`config.mk`:
```
export PLATFORM = sky130hd
export DESIGN_NAME = vga_scan_reader_flat
export DESIGN_NICKNAME = d
export VERILOG_FILES = /design/src/rtl/vga_scan_reader_if.sv /design/src/rtl/vga_scan_reader.sv /design/src/flat_wrapper.sv
export SDC_FILE = /design/constraint.sdc
export NUM_CORES = 1
export LEC_CHECK = 0
export BUFFER_PORTS_ARGS = -buffer_cell sky130_fd_sc_hd__buf_2
export CAP_MARGIN = 10
export CELL_PAD_IN_SITES_DETAIL_PLACEMENT = 1
export CELL_PAD_IN_SITES_GLOBAL_PLACEMENT = 1
export CORE_MARGIN = 2
export CORE_UTILIZATION = 35
export CTS_BUF_LIST = sky130_fd_sc_hd__clkbuf_8
export CTS_CLUSTER_DIAMETER = 100
export CTS_CLUSTER_SIZE = 8
export DETAILED_ROUTE_END_ITERATION = 8
export PLACE_DENSITY_LB_ADDON = 0.1
export SLEW_MARGIN = 20
export SYNTH_ARGS = -nofsm -noshare
export SYNTH_HDL_FRONTEND = slang
export SYNTH_SLANG_ARGS = --single-unit
```
`constraint.sdc`:
```
create_clock -name clk -period 3.75 [get_ports clk]
set_clock_uncertainty 0.1 [all_clocks]
set_input_delay 0.375 -clock clk [delete_from_list [all_inputs] [get_ports clk]]
set_output_delay 0.375 -clock clk [all_outputs]
set_load 0.01 [all_outputs]
```
`src/rtl/vga_scan_reader_if.sv`:
```
// VRAM read port plus VGA pin bundle for the scan-out reader.
// master = the reader (drives the address and the pins), slave = VRAM/pin side.
interface vga_scan_reader_if;
  logic [14:0] raddr;        // VRAM read address
  logic [11:0] rdata;        // VRAM read data, valid a fixed latency after raddr
  logic [11:0] rgb;          // {R[3:0],G[3:0],B[3:0]}
  logic        hs;           // horizontal sync (pin level)
  logic        vs;           // vertical sync (pin level)
  logic        de;           // rgb carries a visible pixel
  logic        frame_start;  // one-clock pulse with output pixel (0,0)

  modport master (
    output raddr,
    input  rdata,
    output rgb, hs, vs, de, frame_start
  );

  modport slave (
    input  raddr,
    output rdata,
    input  rgb, hs, vs, de, frame_start
  );
endinterface

```
`src/rtl/vga_scan_reader.sv`:
```
// Display-side reader of the 200x150x12b frame buffer.
// Generates 800x600@72Hz timing from a 50 MHz pixel clock, fetches one VRAM
// word per 4x4 screen block and re-aligns sync/enable with the read latency.
module vga_scan_reader #(
  parameter int H_VIS    = 800,
  parameter int H_FP     = 56,
  parameter int H_SYNC   = 120,
  parameter int H_BP     = 64,
  parameter int V_VIS    = 600,
  parameter int V_FP     = 37,
  parameter int V_SYNC   = 6,
  parameter int V_BP     = 23,
  parameter int SCALE_SH = 2,
  parameter int IMG_W    = 200,
  parameter int RD_LAT   = 1,      // 1..3
  parameter bit SYNC_POL = 1'b1
) (
  input  logic              clk,
  input  logic              rst,
  vga_scan_reader_if.master bus
);

  localparam int H_TOT = H_VIS + H_FP + H_SYNC + H_BP;
  localparam int V_TOT = V_VIS + V_FP + V_SYNC + V_BP;
  localparam int HW    = $clog2(H_TOT);
  localparam int VW    = $clog2(V_TOT);
  // Counters at cycle t reach the pins at t+DEPTH: address reg, VRAM, rgb reg.
  localparam int DEPTH = 2 + RD_LAT;

  localparam logic [HW-1:0] H_LAST   = HW'(H_TOT - 1);
  localparam logic [HW-1:0] H_VIS_L  = HW'(H_VIS);
  localparam logic [HW-1:0] HS_BEG   = HW'(H_VIS + H_FP);
  localparam logic [HW-1:0] HS_END   = HW'(H_VIS + H_FP + H_SYNC - 1);
  localparam logic [VW-1:0] V_LAST   = VW'(V_TOT - 1);
  localparam logic [VW-1:0] V_VIS_L  = VW'(V_VIS);
  localparam logic [VW-1:0] VS_BEG   = VW'(V_VIS + V_FP);
  localparam logic [VW-1:0] VS_END   = VW'(V_VIS + V_FP + V_SYNC - 1);
  localparam logic [14:0]   IMG_W_L  = 15'(IMG_W);

  // Control bits travelling alongside the pixel, stored as "active" flags.
  typedef struct packed {
    logic hs;
    logic vs;
    logic de;
    logic fs;
  } ctl_t;

  logic [HW-1:0] r_hcnt;
  logic [VW-1:0] r_vcnt;
  logic [14:0]   r_raddr;
  logic [11:0]   r_rgb;
  ctl_t          r_pipe [DEPTH];

  logic          w_vis;
  logic [HW-1:0] w_col;
  logic [VW-1:0] w_row;
  logic [14:0]   w_addr;
  ctl_t          w_ctl;

  // Row base address as a shift-add over the set bits of the row pitch.
  function automatic logic [14:0] row_base(input logic [VW-1:0] row);
    logic [14:0] acc;
    acc = '0;
    for (int b = 0; b < 15; b++) begin
      if (IMG_W_L[b]) acc = acc + (15'(row) << b);
    end
    return acc;
  endfunction

  assign w_vis  = (r_hcnt < H_VIS_L) && (r_vcnt < V_VIS_L);
  assign w_col  = r_hcnt >> SCALE_SH;
  assign w_row  = r_vcnt >> SCALE_SH;
  assign w_addr = row_base(w_row) + 15'(w_col);

  assign w_ctl.hs = (r_hcnt >= HS_BEG) && (r_hcnt <= HS_END);
  assign w_ctl.vs = (r_vcnt >= VS_BEG) && (r_vcnt <= VS_END);
  assign w_ctl.de = w_vis;
  assign w_ctl.fs = (r_hcnt == '0) && (r_vcnt == '0);

  // Raster position: hcnt every clock, vcnt on hcnt wrap.
  // NOTE: sequential state uses non-blocking assignments so every flop samples
  // pre-edge values regardless of statement or block order.
  always_ff @(posedge clk) begin
    if (rst) begin
      r_hcnt <= '0;
      r_vcnt <= '0;
    end else if (r_hcnt == H_LAST) begin
      r_hcnt <= '0;
      r_vcnt <= (r_vcnt == V_LAST) ? '0 : r_vcnt + VW'(1);
    end else begin
      r_hcnt <= r_hcnt + HW'(1);
    end
  end

  // Registered VRAM address; parked at 0 outside the visible window.
  always_ff @(posedge clk) begin
    if (rst) begin
      r_raddr <= '0;
    end else begin
      r_raddr <= w_vis ? w_addr : 15'd0;
    end
  end

  // Delay line for syncs/enable and the final rgb register, blanked when de=0.
  // NOTE: this delay line is a handful of flops, not a RAM, so it is cleared
  // on reset; that is what keeps a mid-frame reset from leaking a sync pulse.
  always_ff @(posedge clk) begin
    if (rst) begin
      for (int i = 0; i < DEPTH; i++) r_pipe[i] <= '0;
      r_rgb <= '0;
    end else begin
      r_pipe[0] <= w_ctl;
      for (int i = 1; i < DEPTH; i++) r_pipe[i] <= r_pipe[i-1];
      // rdata arrives in the same cycle its control bits sit in stage DEPTH-2.
      r_rgb <= r_pipe[DEPTH-2].de ? bus.rdata : 12'h000;
    end
  end

  assign bus.raddr       = r_raddr;
  assign bus.rgb         = r_rgb;
  assign bus.de          = r_pipe[DEPTH-1].de;
  assign bus.frame_start = r_pipe[DEPTH-1].fs;
  assign bus.hs          = r_pipe[DEPTH-1].hs ? SYNC_POL : ~SYNC_POL;
  assign bus.vs          = r_pipe[DEPTH-1].vs ? SYNC_POL : ~SYNC_POL;

endmodule

```
`src/flat_wrapper.sv`:
```
// flat-port wrapper written by rule: the top's interface ports become plain ports
module vga_scan_reader_flat 
#(
  parameter int H_VIS    = 800,
  parameter int H_FP     = 56,
  parameter int H_SYNC   = 120,
  parameter int H_BP     = 64,
  parameter int V_VIS    = 600,
  parameter int V_FP     = 37,
  parameter int V_SYNC   = 6,
  parameter int V_BP     = 23,
  parameter int SCALE_SH = 2,
  parameter int IMG_W    = 200,
  parameter int RD_LAT   = 1,             
  parameter bit SYNC_POL = 1'b1
)
  (clk, rst, bus_raddr, bus_rdata, bus_rgb, bus_hs, bus_vs, bus_de, bus_frame_start);
  vga_scan_reader_if bus_i ();
  input  logic clk;
  input  logic rst;
  output wire logic [$bits(bus_i.raddr)-1:0] bus_raddr;
  input wire logic [$bits(bus_i.rdata)-1:0] bus_rdata;
  output wire logic [$bits(bus_i.rgb)-1:0] bus_rgb;
  output wire logic [$bits(bus_i.hs)-1:0] bus_hs;
  output wire logic [$bits(bus_i.vs)-1:0] bus_vs;
  output wire logic [$bits(bus_i.de)-1:0] bus_de;
  output wire logic [$bits(bus_i.frame_start)-1:0] bus_frame_start;
  assign bus_raddr = bus_i.raddr;
  assign bus_i.rdata = bus_rdata;
  assign bus_rgb = bus_i.rgb;
  assign bus_hs = bus_i.hs;
  assign bus_vs = bus_i.vs;
  assign bus_de = bus_i.de;
  assign bus_frame_start = bus_i.frame_start;
  vga_scan_reader #(.H_VIS(H_VIS), .H_FP(H_FP), .H_SYNC(H_SYNC), .H_BP(H_BP), .V_VIS(V_VIS), .V_FP(V_FP), .V_SYNC(V_SYNC), .V_BP(V_BP), .SCALE_SH(SCALE_SH), .IMG_W(IMG_W), .RD_LAT(RD_LAT), .SYNC_POL(SYNC_POL)) u_core (.clk(clk), .rst(rst), .bus(bus_i));
endmodule
```
# --- Yosys cells after proc, flatten, opt, wreduce, memory -nomap -nowiden ---
# Memories as Yosys holds them, arrays and structs flattened.
# Cells that the tools add are included.
classes:
  add_sub_neg: 5
  magnitude_cmp: 6
  n_eq_ne: 2
  muxes: 9
  bitwise_logic: 5
  n_reduce_logical: 9
ops:
  columns: ["operator", "n"]
  rows:
  - ["$add A11 B14 Y15", 1]
  - ["$add A15 B15 Y15", 1]
  - ["$add A15 B9 Y15", 1]
  - ["$mux W4", 3]
  - ["$add A11 B1 Y11 const B", 1]
  - ["$eq A11 B11 Y1 const B", 1]
  - ["$ge A11 B10 Y1 const B", 1]
  - ["$le A11 B10 Y1 const B", 1]
  - ["$logic_not A11 Y1", 1]
  - ["$lt A11 B10 Y1 const B", 1]
  - ["$add A10 B1 Y10 const B", 1]
  - ["$eq A10 B10 Y1 const B", 1]
  - ["$ge A10 B10 Y1 const B", 1]
  - ["$le A10 B10 Y1 const B", 1]
  - ["$logic_not A10 Y1", 1]
  - ["$lt A10 B10 Y1 const B", 1]
  - ["$mux W10", 1]
  - ["$reduce_or A2 Y1", 3]
  - ["$mux W1", 5]
  - ["$logic_and A1 B1 Y1", 4]
  - ["$or A1 B1 Y1", 3]
  - ["$not A1 Y1", 2]
word_totals:
  regBits: 48
  ram_bits: 12
  inputBits: 14
  word_cells: 41
  mem_count: 1
memory_table:
  columns: ["memory", "words", "width", "read_ports", "rd_clocked_by_memory_dff", "write_ports", "line", "source"]
  rows:
  - ["u_core.r_pipe", 3, 4, 3, 0, 3, "vga_scan_reader.sv:52", "ctl_t r_pipe [DEPTH];"]

# --- Logic depth before layout (Yosys ltp) ---
# Gate-level depths: netlist of run 1.
logic_depth:
  depth_word: 4
  depth_mapped: 10
  depth_no_buf: 10

# --- Worst setup path before layout of run 1 ---
# OpenSTA, ideal clock, no wires.
synth_timing:
  path_type: "flip-flop to flip-flop"
  from: "register u_core.r_vcnt[3]"
  to: "register u_core.r_raddr[13], in the netlist u_core.bus.raddr[13]"
  setup_time_ns: 0.138
  t_arrival_ns: 2.791
  slack_ns: 0.721
  path_stages_with_launch: 11
  n_path_buf: 0
  synth_period_minus_slack_ns: 3.029
  path_cell_list: "dfxtp_1 -> inv_1 -> fa_1 -> inv_1 -> fa_1 -> ha_1 -> a211oi_1 -> nor4_1 -> a211oi_1 -> xor2_1 -> nor2_1"
synth_via:
  elab_chain_len: 4
  word_cells_on_any_way: 7
  cone_classes: "add/sub (3); order compare (1); bitwise (1); reduce/logical (2)"
synth_rtl:
  columns: ["item", "line", "source"]
  rows:
  - ["from (decl)", "vga_scan_reader.sv:49", "logic [VW-1:0] r_vcnt;"]
  - ["from (signal assigned)", "vga_scan_reader.sv:89", "r_vcnt <= (r_vcnt == V_LAST) ? '0 : r_vcnt + VW'(1);"]
  - ["parallel branches: the longest is 4 deep, another holds $add A11 B14 Y15", null, null]
  - ["to (signal assigned)", "vga_scan_reader.sv:100", "r_raddr <= w_vis ? w_addr : 15'd0;"]
  - ["to (decl)", "vga_scan_reader.sv:50", "logic [14:0] r_raddr;"]
# Parallel ways; which one is timed is not known.
# A chain may end at the register's enable or synchronous reset.

# --- Final worst setup path of run 1 ---
layout_timing:
  from: "register u_core.r_vcnt[2]"
  to: "register u_core.r_raddr[13], in the netlist u_core.bus.raddr[13]"
# The elaborated chain is that of the path after synthesis.

==> flow_metrics.tcl, run 1 <==
set metrics [dict create \
    synthTopCellsByCount "60 x dfxtp_1, 47 x ha_1, 32 x nor2_1, 26 x inv_1, 21 x and2_1" \
    drc 0 \
    synthArstFlopShare 0 \
    syn-cell-area_um2 3110 \
    initial_core_util 0.358 \
    synth_area_leader_cell "dfxtp_1" \
    synth_top_area_frac 0.386 \
    grt_pass1_wl_mm 11.8 \
    fin_tns_setup_ns 0 \
    utilization 0.424 \
    timing.rr.start "u_core.r_vcnt[2]" \
    nets 437 \
    cts_setup_buffers 0 \
    grt_start_max_net_pins 15 \
    place_congestion 0.770 \
    reg2reg_slack_ns 0.42 \
    firstDrtPassIters 4 \
    power.leakage_nw 1.82 \
    overflow 0 \
    tightest_slew_ns 0.796 \
    multiInputGateArea_um2 1780 \
    path_cells "inv_1 > fa_1 > inv_1 > ha_1 > fa_1 > a211oi_1 > nor4_1 > a211oi_1 > xor2_1 > nor2_1" \
    ff2ff_path_depth 10 \
    outcome "complete, no violations" \
    first_global_vias 2325 \
    grt_use_total 0.155 \
    layoutNonFillerInstCount 481 \
    synth_most_common_cell "dfxtp_1" \
    rsz0062_at_grt "false" \
    synth-edff-count 0 \
    antenna_found_initial 0 \
    holdWs_ns 0.132 \
    routed_wl_mm 6.91 \
    cp-startpoint "u_core.r_vcnt[2]" \
    max-vdd-ir-drop_mv 0.165 \
    cts_max_path_buffers 2 \
    core_area_um2 8680 \
    path_class "flop to flop" \
    yosysSeqAreaShare 0.386 \
    slew_violations 0 \
    syn_avg_cell_area_um2 9.81 \
    yosys_register_bits 60 \
    arrival_ns 3.43 \
    ios 45 \
    finalSetupViolations 0 \
    endpoint "u_core.bus.raddr[13]" \
    cts_resized 0 \
    rows 34 \
    viasPerCell 4.80 \
    drt_iter0_drc 62 \
    r2r-end "u_core.bus.raddr[13]" \
    io_buffers 44 \
    ys_types 39 \
    critical_path.slowest_cell "fa_1" \
    worstHoldStart "bus_rdata[3]" \
    htree_num_levels 3 \
    fin_crit_ns 3.33 \
    synth.net_count 386 \
    insertion_delay_ns 0.34 \
    yosysWarnings 0 \
    die_h_um 98.3 \
    crit_fanout 6 \
    period_share 0.888 \
    max_freq_ghz 0.300 \
    netlist_top_cells_area "dfxtp_1 39%, ha_1 19%, fa_1 5.1%" \
    seq_area_um2 1200 \
    finalHoldViolCount 0 \
    cpPeakStageDelay_ns 0.56 \
    fill_cells 1017 \
    vias 2311 \
    die_area_um2 9660 \
    synthToLayoutAreaGrowth_pct 18.3 \
    worstSetupStartpointType "flop" \
    numCtsBuffers 9 \
    drv_cap 0 \
    syn_inst 317 \
    cts_sinks 60 \
    cts_hold_buf 0 \
    synthFlopType "dfxtp_1" \
    p_per_area_nw_per_um2 369 \
    ant_nets 0 \
    cts_tree "done" \
    clk_pin_slew_ns 0.08 \
    wl_per_cell_um 14.4 \
    worstSetupEndpointType "flop" \
    dp.cells 465 \
    dieWidth_um 98.3 \
    final_layout_size_suffix_gt1_frac 0.182 \
    hold_class "input pin to flop" \
    num_antenna_cells 0 \
    dp_hpwl_mm 5.21 \
    relSlewSlack 0.467 \
    required_ns 3.85 \
    cts_root_buf "clkbuf_8" \
]
==> critical path, delay by kind of cell (launching register included) <==
family | cells | cell delay, ns
buffers and inverters | 2 | 0.23
XOR/XNOR | 1 | 0.17
AO/OA/AOI/OAI | 2 | 0.72
flip-flops | 1 | 0.43
adder cells (fa/ha/maj) | 3 | 1.38
AND/OR/NAND/NOR | 2 | 0.16
==> worst min-delay path by stage <==
stage                           end  slack [ns]  cells after the start
2_1_floorplan  u_core.r_pipe[0][10]        0.31                      1
3_3_place_gp   u_core.r_pipe[0][11]        0.32                      1
3_5_place_dp   u_core.r_pipe[0][10]        0.33                      1
4_1_cts           u_core.bus.rgb[3]        0.11                      2
5_1_grt           u_core.bus.rgb[2]        0.11                      2
6_report          u_core.bus.rgb[3]        0.13                      2
==> cells by family (layout without fill, tap and decap cells) <==
logic type      after synthesis  after routing  synth area share
simple gates                109            109             0.195
flops                        60             60             0.386
fa+ha+maj                    55             55             0.241
compound gates               39             39            0.0768
buf+inv                      33             89            0.0426
xor+xnor                     21             21            0.0591
==> flip-flops by register name, indices dropped and copies added, names as in the netlist <==
signal	count
u_core.r_pipe	12
u_core.r_vcnt	10
u_core.bus.raddr	15
u_core.bus.rgb	12
u_core.r_hcnt	11
==> through the flow <==
stage / cell area [µm²] / power [mW] / setup WS [ns]
global route: 3680 / 1.42 / 0.167
floorplan: 3110 / 0.689 / 0.721
finish: 3680 / 1.36 / 0.421
CTS: 3680 / 1.39 / 0.404
global placement: 3450 / 0.708 / 0.478
detailed placement: 3450 / 0.709 / 0.433
==> per-layer routing <==
| layer | wire (µm) | track usage |
|---|---|---|
| met2 | 3450 | 0.268 |
| met3 | 237 | 0.0501 |
| met4 | 83 | 0.0443 |
| met5 | 0 | 0 |
| met1 | 3140 | 0.185 |
==> layout by cell type, fill, tap and decap left out, types with 8 or more instances in the layout <==
| master | netlist | layout |
|---|---|---|
| dfxtp_1 | 60 | 60 |
| nor2_1 | 32 | 32 |
| ha_1 | 47 | 47 |
| inv_1 | 26 | 26 |
| fa_1 | 8 | 8 |
| and2_1 | 21 | 21 |
| nand2_1 | 9 | 9 |
| xnor2_1 | 14 | 14 |
| clkbuf_8 | 0 | 10 |
| a21oi_1 | 16 | 16 |
| nand3_1 | 15 | 15 |
| buf_2 | 4 | 44 |
| nor2b_1 | 10 | 10 |
==> where the power goes <==
group / total (mW) / switching (mW) / internal, mW
registers: 0.652 / 0.00463 / 0.648
logic: 0.0410 / 0.0235 / 0.0175
clock network: 0.664 / 0.272 / 0.392
==> area by class of cell <==
| class | count | share of cell area |
|---|---|---|
| Sequential cell | 60 | 0.327 |
| Tap cell | 108 | 0.0367 |
| Timing Repair Buffer | 47 | 0.0660 |
| Clock inverter | 6 | 0.0238 |
| Inverter | 26 | 0.0265 |
| Clock buffer | 10 | 0.0374 |
| Multi-Input combinational cell | 224 | 0.483 |
(Power assumes the default switching activity.)
==> inputs of run 2 (changes only) <==
- ABC_AREA: default -> 1
- SLEW_MARGIN: 20 -> default
==> flow_metrics.tcl, run 2 <==
set metrics [dict create \
    outcome "complete, no violations" \
    p_per_area_nw_per_um2 311 \
    crit_top_cell "nand2_1" \
    wl_per_cell_um 13.3 \
    num_antenna_cells 0 \
    largest_register_ffs 15 \
    power.leakage_nw 2.11 \
    htree_num_levels 3 \
    dieWidth_um 103 \
    grt_use_total 0.169 \
    final_area_um2 3970 \
    drt_iter0_drc 61 \
    synth_most_common_cell "inv_1" \
    rsz0062_at_grt "false" \
    yosysSeqAreaShare 0.350 \
    yosysWarnings 0 \
    cpPeakStageDelay_ns 0.59 \
    ant_nets 0 \
    synthToLayoutAreaGrowth_pct 15.7 \
    drc 0 \
    crit_family "adder cells" \
    critical_path.slowest_cell "fa_1" \
    cts_tree "done" \
    cts_hold_buf 0 \
    required_ns 3.94 \
    synth_top_area_frac 0.350 \
    core_area_um2 9640 \
    ys_types 33 \
    synth.net_count 498 \
    cts_setup_buffers 0 \
    final_cell_mix "78 x inv_1, 72 x nand2_1, 60 x dfxtp_1, 55 x nor2_1, 47 x ha_1" \
    initial_core_util 0.356 \
    routed_wl_mm 8.22 \
    synthTopCellsByCount "78 x inv_1, 72 x nand2_1, 60 x dfxtp_1, 55 x nor2_1, 47 x ha_1" \
    syn_avg_cell_area_um2 8.00 \
    crit_fanout 7 \
    die_area_um2 10600 \
    cts_max_path_buffers 2 \
    drv_cap 0 \
    worstSetupStartpointType "flop" \
    synth-edff-count 0 \
    synthArstFlopShare 0 \
    overflow 0 \
    path_buf_inv 2 \
    fin_crit_ns 2.99 \
    rows 36 \
    ff2ff_path_depth 14 \
    utilization 0.412 \
    insertion_delay_ns 0.35 \
    cts_resized 0 \
    r2r-end "u_core.bus.raddr[14]" \
    synthFlopType "dfxtp_1" \
    grt_pass1_wl_mm 13.5 \
    timing.rr.start "u_core.r_vcnt[2]" \
    first_global_vias 2763 \
    synth_area_leader_cell "dfxtp_1" \
    cts_sinks 60 \
    place_area_um2 3790 \
    max-vdd-ir-drop_mv 0.137 \
    nets 550 \
    worstSetupEndpointType "flop" \
    place_congestion 0.830 \
    syn-cell-area_um2 3430 \
    cts_root_buf "clkbuf_8" \
    netlist_top_cells_area "dfxtp_1 35%, ha_1 17%, inv_1 8.5%" \
    finalSetupViolations 0 \
    final_common_cell "inv_1" \
    antenna_found_initial 0 \
    viasPerCell 4.54 \
    numCtsBuffers 9 \
    period_share 0.798 \
    path_depth 14 \
    yosys_register_bits 60 \
    dp_hpwl_mm 6.34 \
    relSlewSlack 0.713 \
    final_layout_size_suffix_gt1_frac 0.165 \
    firstDrtPassIters 4 \
    path_class "flop to flop" \
    reg2reg_slack_ns 0.76 \
    fill_cells 1244 \
    arrival_ns 3.19 \
    vias 2811 \
    io_buffers 44 \
    ios 45 \
    path_cells "inv_1 > fa_1 > inv_1 > fa_1 > ha_1 > nand2_1 > nand2_1 > nand2_1 > nand2_1 > nand2_1 > nand3_1 > nand2_1 > nand2_1 > nor2_1" \
    slew_violations 0 \
    max_freq_ghz 0.334 \
    tightest_slew_ns 0.430 \
    hold_class "input pin to flop" \
    clk_pin_slew_ns 0.08 \
    syn_inst 429 \
    fin_tns_setup_ns 0 \
    finalHoldViolCount 0 \
    grt_start_max_net_pins 16 \
    endpoint "u_core.bus.raddr[14]" \
    cp-startpoint "u_core.r_vcnt[2]" \
    die_h_um 103 \
]
==> run 2: cell count changes after synthesis, sizes merged, moves of 10 or more <==
cell   previous run  this run
nand2             9        76
inv              26        81
nor2             33        60
and2             21         0
xnor2            14         0
nand3            15        26
nand4             5        16
nor2b            10         0
==> run 2: power by group <==
group / internal (mW) / leakage (nW) / total (mW) / switching [mW]
Sequential: 0.647 / 0.486 / 0.651 / 0.00401
Combinational: 0.0161 / 1.54 / 0.0437 / 0.0277
Clock: 0.243 / 0.0860 / 0.540 / 0.297
==> run 2: cell families (layout without fill, tap and decap cells) <==
| family | Yosys count | in the layout | share of synthesized area |
|---|---|---|---|
| adders and majority gates | 55 | 55 | 0.218 |
| xor gates and xnor gates | 6 | 6 | 0.0153 |
| and+or+nand+nor | 185 | 185 | 0.257 |
| AOI/OAI and AO/OA | 38 | 38 | 0.0609 |
| buffers and inverters | 85 | 142 | 0.0992 |
| DFF | 60 | 60 | 0.350 |
==> run 2: how the worst min path moves through the flow <==
stage                        startpoint  cells after the start                    to  slack (ns)
detailed placement  u_core.r_pipe[0][2]                      2   u_core.r_pipe[0][6]        0.30
global placement    u_core.r_pipe[0][4]                      2   u_core.r_pipe[0][8]        0.29
finish                     bus_rdata[3]                      3     u_core.bus.rgb[3]        0.13
CTS                        bus_rdata[3]                      3     u_core.bus.rgb[3]        0.12
floorplan           u_core.r_pipe[0][6]                      2  u_core.r_pipe[0][10]        0.29
global route               bus_rdata[0]                      3     u_core.bus.rgb[0]        0.12
==> run 2: through the flow <==
step	cells	hold WS (ns)	total power [mW]	setup slack [ns]
finish	619	0.128	1.23	0.756
global route	619	0.123	1.29	0.488
CTS	619	0.119	1.26	0.722
detailed placement	603	0.299	0.711	0.765
global placement	603	0.291	0.710	0.845
floorplan	429	0.288	0.692	1.05
==> run 2: metal layers <==
metal	track usage	wire [µm]	up-vias
met5	0	0	-
met4	0.0628	147	0
met3	0.0366	262	10
met2	0.262	3720	44
met1	0.230	4090	1305
li1	-	-	1452
==> run 2: layout make-up <==
class / count / area [µm²] / share of cell area
Inverter: 81 / 309 / 0.0778
Tap cell: 133 / 166 / 0.0419
Clock inverter: 7 / 51.3 / 0.0129
Clock buffer: 9 / 124 / 0.0312
Sequential cell: 60 / 1200 / 0.303
Multi-Input combinational cell: 284 / 1890 / 0.476
Timing Repair Buffer: 45 / 228 / 0.0574
==> run 2: tightest hold or removal path, stage by stage <==
cell and delay, ns:
buf_2 0.09, inv_1 0.04, nor2_1 0.03
==> inputs of run 3 (changes only) <==
- clock period: 3.75 -> 3 ns (I/O delays scaled with it)
==> flow_metrics.tcl, run 3 (same netlist as run 2, synthesis figures left out) <==
set metrics [dict create \
    path_class "flop to flop" \
    preCtsSetupSlack_ns 0.175 \
    arrival_ns 2.96 \
    rows 36 \
    drt_iter0_drc 50 \
    critical_path.slowest_cell "fa_1" \
    largest_register_ffs 15 \
    grt_use_total 0.177 \
    worstHoldStart "bus_rdata[8]" \
    hold_class "input pin to flop" \
    wl_per_cell_um 13.7 \
    finalHoldViolCount 0 \
    tightest_slew_ns 0.419 \
    final_layout_size_suffix_gt1_frac 0.188 \
    numCtsBuffers 9 \
    outcome "complete, no violations" \
    ios 45 \
    timing.rr.start "u_core.r_vcnt[5]" \
    ant_nets 0 \
    final_cell_mix "77 x inv_1, 72 x nand2_1, 58 x dfxtp_1, 55 x nor2_1, 47 x ha_1" \
    num_antenna_cells 0 \
    fill_cells 1237 \
    fin_ws_ns 0.195 \
    pwr-share-seq 0.528 \
    cpPeakStageDelay_ns 0.55 \
    viasPerCell 4.57 \
    overflow 0 \
    holdWs_ns 0.0568 \
    switching_share 0.266 \
    cts_max_path_buffers 2 \
    dieWidth_um 103 \
    cts_root_buf "clkbuf_8" \
    power.leakage_nw 2.16 \
    utilization 0.420 \
    antenna_found_initial 0 \
    core_area_um2 9640 \
    vias 2867 \
    insertion_delay_ns 0.35 \
    seq_area_um2 1200 \
    dp_hpwl_mm 6.73 \
    die_area_um2 10600 \
    place_congestion 0.804 \
    worstSetupEndpointType "flop" \
    die_h_um 103 \
    period_share 0.935 \
    nets 559 \
    firstDrtPassIters 4 \
    cts_hold_buf 0 \
    cts_sinks 60 \
    drv_cap 0 \
    cts_tree "done" \
    cp-startpoint "u_core.r_vcnt[5]" \
    multiInputGateArea_um2 1890 \
    max-vdd-ir-drop_mv 0.184 \
    relSlewSlack 0.720 \
    htree_num_levels 3 \
    slew_violations 0 \
    p_per_area_nw_per_um2 381 \
    clk_pin_slew_ns 0.08 \
    worstSetupStartpointType "flop" \
    initial_core_util 0.356 \
    fin_tns_setup_ns 0 \
    io_buffers 44 \
    intPower_mw 1.13 \
    finalSetupViolations 0 \
    grt_start_max_net_pins 16 \
    fin_crit_ns 2.80 \
    p_sw_mw 0.410 \
    final_common_cell "inv_1" \
    path_cells "clkinvlp_4 > fa_1 > inv_1 > ha_1 > fa_1 > nand3_1 > nand3_1 > a21oi_1 > nand2_1 > nand2_1 > nor2_1" \
    routed_wl_mm 8.62 \
    clkPwrFrac 0.437 \
    required_ns 3.15 \
    synthToLayoutAreaGrowth_pct 18.0 \
    crit_fanout 7 \
    drc 0 \
    first_global_vias 2867 \
    grt_pass1_wl_mm 14.3 \
    rsz0062_at_grt "false" \
    power_frac_comb 0.035 \
    max_freq_ghz 0.357 \
]
[run 3: cell types whose count changed in the layout (fill, tap and decap cells not counted), sizes merged]
| cell | previous run | this run |
|---|---|---|
| inv | 83 | 81 |
| clkinv | 3 | 5 |
| buf | 45 | 54 |
[run 3: cell type report]
type | instances | area share
Multi-Input combinational cell | 284 | 0.468
Sequential cell | 60 | 0.297
Inverter | 81 | 0.0773
Timing Repair Buffer | 54 | 0.0729
Tap cell | 133 | 0.0411
Clock buffer | 9 | 0.0306
Clock inverter | 7 | 0.0130
[run 3: worst paths after layout]
check | slack (ns) | cells after the start | endpoint
setup reg to reg | 0.20 | 11 | u_core.bus.raddr[11]
setup / recovery | 0.20 | 11 | u_core.bus.raddr[11]
hold / removal | 0.06 | 3 | u_core.bus.rgb[8]
hold reg to reg | 0.31 | 2 | u_core.r_pipe[0][7]
[run 3: layer usage]
layer  GRT usage  up-vias  part of all wire
met5           0        -                 0
met2       0.288       37              0.48
li1            -     1466                 -
met3      0.0366       11             0.026
met4      0.0516        0             0.015
met1       0.238     1353              0.48
[run 3: stage by stage]
stage / total power, mW / instance area (µm²) / cells
after floorplan: 0.864 / 3430 / 429
after global placement: 0.887 / 3840 / 609
after detailed placement: 0.889 / 3840 / 609
after CTS: 1.57 / 4020 / 625
after global routing: 1.61 / 4050 / 628
final: 1.54 / 4050 / 628
[run 3: timing repair]
action                     in CTS  in global routing
setup endpoints to repair       0                  3
gates resized for setup         0                  4
buffers inserted                0                  3
[run 3: worst max-delay path: cells and delay by family, from the launching register on]
kind	cells	cell delay, ns
and+or+nand+nor	5	0.42
AOI/OAI and AO/OA	1	0.21
DFF	1	0.38
buffers and inverters	2	0.25
adders and majority gates	3	1.36
[run 3: power groups by stage]
stage                     Combinational [mW]  Sequential [mW]  Clock (mW)
after floorplan                       0.0295            0.835           0
after global placement                0.0553            0.832           0
after global routing                  0.0625            0.815       0.734
after detailed placement              0.0565            0.833           0
final                                 0.0540            0.814       0.674
after CTS                             0.0567            0.814       0.700
